[src/rtl/intersection_scheduler_if.sv]
// Signal bundle between the four-phase intersection scheduler and its environment.
// The controller side is the slave; the sensor/lamp-driver side is the master.
interface intersection_scheduler_if;
    logic [3:0] req;
    logic       preempt;
    logic [1:0] preempt_ph;
    logic [7:0] light;
    logic [3:0] grant;
    logic [1:0] state;

    modport master (
        output req, preempt, preempt_ph,
        input  light, grant, state
    );

    modport slave (
        input  req, preempt, preempt_ph,
        output light, grant, state
    );
endinterface

[src/rtl/intersection_scheduler.sv]
// Four-phase signalised-intersection scheduler: round-robin green arbitration with
// min/max green, fixed yellow and all-red clearance, and emergency preempt.
module intersection_scheduler #(
    parameter int unsigned MIN_GREEN  = 4,
    parameter int unsigned MAX_GREEN  = 16,
    parameter int unsigned YEL_CYC    = 3,
    parameter int unsigned ALLRED_CYC = 2
) (
    input  logic                    clk,
    input  logic                    clear,
    intersection_scheduler_if.slave bus
);

    typedef enum logic [1:0] {
        ST_GREEN   = 2'd0,
        ST_YELLOW  = 2'd1,
        ST_ALLRED  = 2'd2,
        ST_ILLEGAL = 2'd3
    } state_e;

    // Timer values seen in the last cycle of each interval (green length = timer + 1).
    localparam logic [7:0] L_MIN_LAST = 8'(MIN_GREEN - 1);
    localparam logic [7:0] L_MAX_LAST = 8'(MAX_GREEN - 1);
    localparam logic [7:0] L_YEL_LAST = 8'(YEL_CYC - 1);
    localparam logic [7:0] L_AR_LAST  = 8'(ALLRED_CYC - 1);

    state_e     r_state;
    state_e     w_state_next;
    logic [1:0] r_cur;
    logic [1:0] w_cur_next;
    logic [1:0] r_nxt;
    logic [1:0] w_nxt_next;
    logic [7:0] r_timer;
    logic [7:0] w_timer_next;

    logic [3:0] w_cur_onehot;
    logic       w_other_req;
    logic [1:0] w_rr_next;
    logic       w_green_end;

    always_ff @(posedge clk or posedge clear) begin
        if (clear) begin
            r_state <= ST_GREEN;
            r_cur   <= 2'd0;
            r_nxt   <= 2'd0;
            r_timer <= 8'd0;
        end else begin
            // NOTE: non-blocking assignments so every register samples pre-edge values.
            r_state <= w_state_next;
            r_cur   <= w_cur_next;
            r_nxt   <= w_nxt_next;
            r_timer <= w_timer_next;
        end
    end

    assign w_cur_onehot = 4'b0001 << r_cur;
    assign w_other_req  = |(bus.req & ~w_cur_onehot);

    // Descending scan so the nearest requesting phase after cur wins.
    always_comb begin
        w_rr_next = r_cur;
        for (int k = 3; k >= 1; k--) begin
            if (bus.req[r_cur + 2'(k)]) begin
                w_rr_next = r_cur + 2'(k);
            end
        end
    end

    assign w_green_end = w_other_req && (r_timer >= L_MIN_LAST) &&
                         (!bus.req[r_cur] || (r_timer >= L_MAX_LAST));

    always_comb begin
        // NOTE: every output of this block gets a default first, so no latch is inferred.
        w_state_next = r_state;
        w_cur_next   = r_cur;
        w_nxt_next   = r_nxt;
        case (r_state)
            ST_GREEN: begin
                if (bus.preempt) begin
                    if (bus.preempt_ph != r_cur) begin
                        w_state_next = ST_YELLOW;
                        w_nxt_next   = bus.preempt_ph;
                    end
                end else if (w_green_end) begin
                    w_state_next = ST_YELLOW;
                    w_nxt_next   = w_rr_next;
                end
            end
            ST_YELLOW: begin
                if (bus.preempt) begin
                    w_nxt_next = bus.preempt_ph;
                end
                if (r_timer == L_YEL_LAST) begin
                    w_state_next = ST_ALLRED;
                end
            end
            ST_ALLRED: begin
                if (bus.preempt) begin
                    w_nxt_next = bus.preempt_ph;
                end
                if (r_timer == L_AR_LAST) begin
                    w_state_next = ST_GREEN;
                    w_cur_next   = w_nxt_next;
                end
            end
            default: begin
                w_state_next = ST_ALLRED;
                w_nxt_next   = 2'd0;
            end
        endcase

        if (w_state_next != r_state) begin
            w_timer_next = 8'd0;
        end else if (r_timer == 8'hFF) begin
            w_timer_next = r_timer;
        end else begin
            w_timer_next = r_timer + 8'd1;
        end
    end

    // Lamps and grant decode only from registered state.
    always_comb begin
        bus.light = 8'h00;
        bus.grant = 4'b0000;
        case (r_state)
            ST_GREEN: begin
                bus.light[{r_cur, 1'b0} +: 2] = 2'd2;
                bus.grant                     = w_cur_onehot;
            end
            ST_YELLOW: begin
                bus.light[{r_cur, 1'b0} +: 2] = 2'd1;
            end
            default: begin
            end
        endcase
    end

    assign bus.state = r_state;

endmodule
[src/flat_wrapper.sv]
// flat-port wrapper written by rule: the top's interface ports become plain ports
module intersection_scheduler_flat 
#(
    parameter int unsigned MIN_GREEN  = 4,
    parameter int unsigned MAX_GREEN  = 16,
    parameter int unsigned YEL_CYC    = 3,
    parameter int unsigned ALLRED_CYC = 2
)
  (clk, clear, bus_req, bus_preempt, bus_preempt_ph, bus_light, bus_grant, bus_state);
  intersection_scheduler_if bus_i ();
  input  logic clk;
  input  logic clear;
  input wire logic [$bits(bus_i.req)-1:0] bus_req;
  input wire logic [$bits(bus_i.preempt)-1:0] bus_preempt;
  input wire logic [$bits(bus_i.preempt_ph)-1:0] bus_preempt_ph;
  output wire logic [$bits(bus_i.light)-1:0] bus_light;
  output wire logic [$bits(bus_i.grant)-1:0] bus_grant;
  output wire logic [$bits(bus_i.state)-1:0] bus_state;
  assign bus_i.req = bus_req;
  assign bus_i.preempt = bus_preempt;
  assign bus_i.preempt_ph = bus_preempt_ph;
  assign bus_light = bus_i.light;
  assign bus_grant = bus_i.grant;
  assign bus_state = bus_i.state;
  intersection_scheduler #(.MIN_GREEN(MIN_GREEN), .MAX_GREEN(MAX_GREEN), .YEL_CYC(YEL_CYC), .ALLRED_CYC(ALLRED_CYC)) u_core (.clk(clk), .clear(clear), .bus(bus_i));
endmodule
[config.mk]
export PLATFORM = sky130hd
export DESIGN_NAME = intersection_scheduler_flat
export DESIGN_NICKNAME = d
export VERILOG_FILES = /design/src/rtl/intersection_scheduler_if.sv /design/src/rtl/intersection_scheduler.sv /design/src/flat_wrapper.sv
export SDC_FILE = /design/constraint.sdc
export NUM_CORES = 1
export LEC_CHECK = 0
export CELL_PAD_IN_SITES_DETAIL_PLACEMENT = 0
export CELL_PAD_IN_SITES_GLOBAL_PLACEMENT = 2
export CORE_MARGIN = 2
export CORE_UTILIZATION = 38
export DETAILED_ROUTE_END_ITERATION = 12
export DONT_BUFFER_PORTS = 1
export GPL_ROUTABILITY_DRIVEN = 0
export PLACE_DENSITY = 0.81
export SLEW_MARGIN = 20
export SYNTH_ARGS = -nofsm -noshare
export SYNTH_HDL_FRONTEND = slang
export SYNTH_SLANG_ARGS = --single-unit
[constraint.sdc]
create_clock -name clk -period 3 [get_ports clk]
set_input_delay 0.9 -clock clk [delete_from_list [all_inputs] [get_ports clk]]
set_output_delay 0.9 -clock clk [all_outputs]
set_load 0.02 [all_outputs]
== Yosys cells after proc, flatten, opt, wreduce, memory -nomap -nowiden ==
Cells that the tools add are included.

* Add/subtract/negate cells: 5
* Magnitude comparators: 6
* Eq/ne operators: 10
* Shift-type cells: 4
* Muxes and demuxes: 26
* Bitwise gates (word level): 4
* Reduce and logical (&&, ||, !) cells: 9

{| class="wikitable"
|+ Operators by type and width
! kind !! count
|-
| 2-bit 2-to-1 mux || 12
|-
| 8-bit AND || 2
|-
| 8-bit 2-to-1 mux || 2
|-
| 8-bit case mux with 2 select lines || 1
|-
| 2-bit by 5-bit variable part select with 8-bit output, first input constant || 2
|-
| 2-bit by 3-bit < comparator with 1-bit output, second input constant || 4
|-
| 8-bit by 1-bit adder with 8-bit output, second input constant || 1
|-
| 1-bit binary-select mux with 2-bit select || 4
|-
| 8-bit by 1-bit == test with 1-bit output, second input constant || 1
|-
| 8-bit by 2-bit == test with 1-bit output, second input constant || 1
|-
| 8-bit == test, second input constant || 1
|-
| 8-bit by 2-bit >= comparator with 1-bit output, second input constant || 1
|-
| 8-bit by 4-bit >= comparator with 1-bit output, second input constant || 1
|-
| 2-bit by 5-bit variable shift with 8-bit output, first input constant || 1
|-
| 3-bit by 2-bit inequality test with 1-bit output, second input constant || 2
|-
| 2-bit case mux with 3 select lines || 1
|-
| 3-bit negation with 5-bit output || 1
|-
| 2-bit adder, second input constant || 2
|-
| 4-bit AND || 1
|-
| 1-bit 2-to-1 mux || 4
|-
| 4-bit 2-to-1 mux || 1
|-
| 2-bit inequality test || 2
|-
| 4-bit NOT || 1
|-
| 2-bit case mux with 2 select lines || 1
|-
| 12 further kinds || 14
|}

* Register bits: 14
* Bits of input ports: 9
* Output and inout bits: 14

== Depth between registers and ports, before layout ==
* Word-level depth: 11
* Gate-level depth with buffers: 8
* Mapped depth without buffers: 7

== Least setup slack after synthesis ==
No wires, ideal clock.

* Kind: register to output
* Start: register u_core.r_cur[1]
* End: output port bus_light[1]
* Data arrival time: 1.708 ns
* Slack: 0.392 ns
* Stages on the path, launching flop included: 7
* Path buffers: 1
* Path through: dfrtp_1 > buf_2 > inv_1 > ha_1 > inv_1 > nand4_1 > nor3_1

* Word-level cells in the longest chain between the ends: 4

{| class="wikitable"
|+ RTL lines
! element !! RTL line !! text
|-
| from (decl) || intersection_scheduler.sv:29 || <nowiki>logic [1:0] r_cur;</nowiki>
|-
| from (signal assigned) || intersection_scheduler.sv:50 || <nowiki>r_cur <= w_cur_next;</nowiki>
|-
| 3-bit negation with 5-bit output (*) || intersection_scheduler.sv:127, intersection_scheduler.sv:131 ||
|-
| 2-bit by 5-bit variable part select with 8-bit output (tied with other cells) || intersection_scheduler.sv:131 || <nowiki>bus.light[{r_cur, 1'b0} +: 2] = 2'd1;</nowiki>
|-
| 8-bit AND (no line) || - ||
|-
| 8-bit case mux with 2 select lines (*) || intersection_scheduler.sv:125 || <nowiki>case (r_state)</nowiki>
|-
| to (decl) || flat_wrapper.sv:16 || <nowiki>output wire logic [$bits(bus_i.light)-1:0] bus_light;</nowiki>
|}

Every way passes the cells marked *; elsewhere a longest branch is shown, timed or not.

== Worst setup path in the final report ==
* Start: register u_core.r_state[0] (netlist: u_core.bus.state[0])
* End: output port bus_light[3]

* Word-level cells in the longest chain between the ends: 2

{| class="wikitable"
|+ RTL lines
! element !! RTL line !! text
|-
| from (decl) || intersection_scheduler.sv:27 || <nowiki>state_e r_state;</nowiki>
|-
| from (signal assigned) || intersection_scheduler.sv:49 || <nowiki>r_state <= w_state_next;</nowiki>
|-
| 2-bit by 1-bit == test with 1-bit output / 2-bit zero test (equally long branches) || intersection_scheduler.sv:125 ||
|-
| 8-bit case mux with 2 select lines (*) || intersection_scheduler.sv:125 ||
|}

Marks and branches as above.

==> impl_metrics.py <==
metrics = {
    "global_routing": {
        "grt_pass1_wl_um": 6230,
        "use_met3_pct": 3.72,
        "antenna_found_initial": 0,
        "grtUsageTotal_pct": 18.3,
        "grt_pass1_vias": 1281,
        "gr-usage-met1_pct": 27.6,
        "grt.met2_usage_pct": 27.6,
        "grt_max_degree": 15,
        "grt.busiest_layer": "met2",
        "grt-ovfl-total": 0,
    },
    "clock_tree": {
        "ctsResizeCount": 0,
        "clock_latency_ns": 0.25,
        "numCtsBuffers": 3,
        "post_cts_buffers": 0,
        "clkSlewWorstSetupHoldPaths_ns": 0.06,
        "postCtsHoldBufs": 0,
        "cts_tree": "yes",
        "htree_levels": 1,
        "root_buffer": "clkbuf_8",
        "cts_buffer_depth": 2,
        "cts.sinks": 14,
    },
    "pwr": {
        "ir_drop_mv": 0.477,
        "p_int_uw": 773,
        "p_clk_share_pct": 12.5,
        "swShare_pct": 48.9,
        "p_switching_uw": 740,
        "pwr-share-comb_pct": 66.8,
        "p_total_mw": 1.51,
        "seqPwrFrac_pct": 20.7,
        "pwr_density_cell_mw_per_mm2": 914,
        "p_leak_nw": 0.705,
    },
    "critical_path": {
        "crit_fanout": 8,
        "worstRegToRegCells": 6,
        "end_kind": "primary output",
        "cp_data_required_time_ns": 2.10,
        "cp_cell_sequence": "ha_1 > or3_1 > nor2_1 > buf_4",
        "critPathLaunchType": "register",
        "crit_type": "register to primary output",
        "critPathSlowestCell": "dfrtp_1",
        "rr_endpoint": "u_core.r_timer[6]",
        "slowest_delay_ns": 0.54,
        "cp.arrival_ns": 1.86,
        "r2r_start": "u_core.bus.state[0]",
        "r2r_slack_ns": 0.70,
    },
    "min_path": {
        "hold_start": "u_core.r_nxt[0]",
        "hold_class": "register to register",
        "hold_end": "u_core.r_nxt[0]",
        "hold_depth": 2,
    },
    "cells_and_area": {
        "seq_area_um2": 350,
        "design_area_mm2": 0.00166,
        "nets": 206,
        "utilization_pct": 44.5,
        "drive_gt1_share_pct": 17.1,
        "nFillCells": 377,
        "multiInputGateArea_mm2": 0.00108,
        "stdcell_count": 229,
        "syn2layout_area_growth_pct": 10.6,
        "n_antenna_cell": 0,
    },
    "sta": {
        "rsz0062_at_grt": "false",
        "setup_viol": 0,
        "holdWs_ns": 0.510,
        "tightest_slew_ns": 0.570,
        "fin_setup_tns_ns": 0,
        "skew_ns": 0.000738,
        "max_slew_margin_pct": 62.0,
        "fin_crit_ns": 2.76,
        "setup_slack_ns": 0.235,
        "period_share_pct": 92.2,
        "finalMaxSlewViolations": 0,
        "timing.fmax_mhz": 362,
        "hold_violations": 0,
    },
    "floorplan": {
        "io_pins": 23,
        "core_area_mm2": 0.00372,
        "dieWidth_um": 66.8,
        "die_height_um": 66.8,
        "num_rows": 22,
        "start_util_pct": 40.3,
        "design.die.area_mm2": 0.00446,
    },
    "route": {
        "vias": 1294,
        "drc": 0,
        "routed_wl_um": 3540,
        "via_per_inst": 5.65,
        "wl_per_cell_um": 15.5,
        "first_pass_iters": 4,
        "drt_iter0_markers": 68,
        "drtAntennaViolNets": 0,
    },
    "logic_synthesis": {
        "synth_cell_types": 51,
        "ys_seq_elements": 14,
        "yosys.area.top_type": "dfrtp_1",
        "synth_area_leaders": "dfrtp_1, ha_1, mux2i_1, nor2_1, nand2_1",
        "synth_edf_count": 0,
        "synthArstFlopShare_pct": 100,
        "synth.net_count": 196,
        "synthCells": 172,
        "netlist.area_leader.share_pct": 23.4,
        "ys_warn_count": 0,
        "synthTopCellsByCount": "ha_1, dfrtp_1, nor2_1, nand2_1, inv_1",
        "ys.flop_type": "dfrtp_1",
        "syn_avg_cell_area_um2": 8.70,
        "yosysMostFrequentCell": "ha_1",
        "synth.yosys.seq_area_share_pct": 23.4,
        "synth_area_mm2": 0.00150,
    },
    "placed_design": {
        "io_buffers": 0,
        "dp_slack_ns": 0.503,
        "dpl_cell_area_mm2": 0.00160,
        "dp_cells": 225,
        "dp_hpwl_um": 2780,
    },
    "run_status": {
        "status": "finished, final reports clean",
    },
    "job": {
        "drv_cap": 0,
    },
}
worst max-delay path, delay by kind of cell, from the launching register on:
family	cells	cell delay, ns
AND/OR/NAND/NOR	2	0.56
flip-flops	1	0.54
adder cells (fa/ha/maj)	1	0.37
buffers and inverters	1	0.15
cells in the final DEF (no fill, tap or decap), types with 3 or more instances in the layout:
cell / count
clkbuf_8: 4
nor2b_1: 3
a21oi_1: 8
ha_1: 15
xnor2_1: 4
nand3_1: 8
nand4_1: 3
inv_1: 12
o211ai_1: 3
dfrtp_1: 14
nand2b_1: 7
buf_4: 9
nor3_1: 7
nand2_1: 13
and2_1: 4
o21ai_0: 4
mux2i_1: 7
nor2_1: 14
cell families after synthesis:
logic type                 count (synthesis)  share of synthesized area (%)
xor gates and xnor gates                   6                           3.51
buffers and inverters                     16                           4.60
AOI/OAI and AO/OA                         38                           20.7
muxes                                     10                           7.69
DFF                                       14                           23.4
adders and majority gates                 15                           12.5
and+or+nand+nor                           73                           27.5
area by class of cell:
type	instances	share of cell area, %
clock buffer	4	3.33
inverter	12	2.72
multi-input combinational	142	65.1
sequential	14	21.2
tap	48	3.63
timing repair buffer	9	4.08
registers in the layout (all words and copies together), names as in the netlist:
register	flops
u_core.r_cur	2
u_core.bus.state	2
u_core.r_timer	8
u_core.r_nxt	2
per-layer routing:
layer,wire (um),share of wire (%)
met1,1830,52
met2,1530,43
met5,0,0
met4,4,0.11
met3,175,4.9
worst max-delay path by stage:
| stage | start | slack, ns | to | depth (start not counted) |
|---|---|---|---|---|
| floorplan | u_core.r_cur[1] | 0.39 | bus_light[1] | 6 |
| global placement | u_core.bus.state[0] | 0.51 | bus_light[5] | 4 |
| detailed placement | u_core.bus.state[0] | 0.50 | bus_light[5] | 4 |
| CTS | u_core.bus.state[0] | 0.22 | bus_light[5] | 4 |
| global route | u_core.bus.state[0] | 0.1 | bus_light[7] | 6 |
| finish | u_core.bus.state[0] | 0.24 | bus_light[3] | 4 |
power by group through the flow:
stage	clock [mW]	sequential [mW]	combinational, mW
detailed placement	0	0.317	1.01
floorplan	0	0.325	0.779
global placement	0	0.315	0.991
CTS	0.192	0.312	1.01
finish	0.188	0.313	1.01
global route	0.203	0.322	1.14
(Power assumes the default switching activity.)
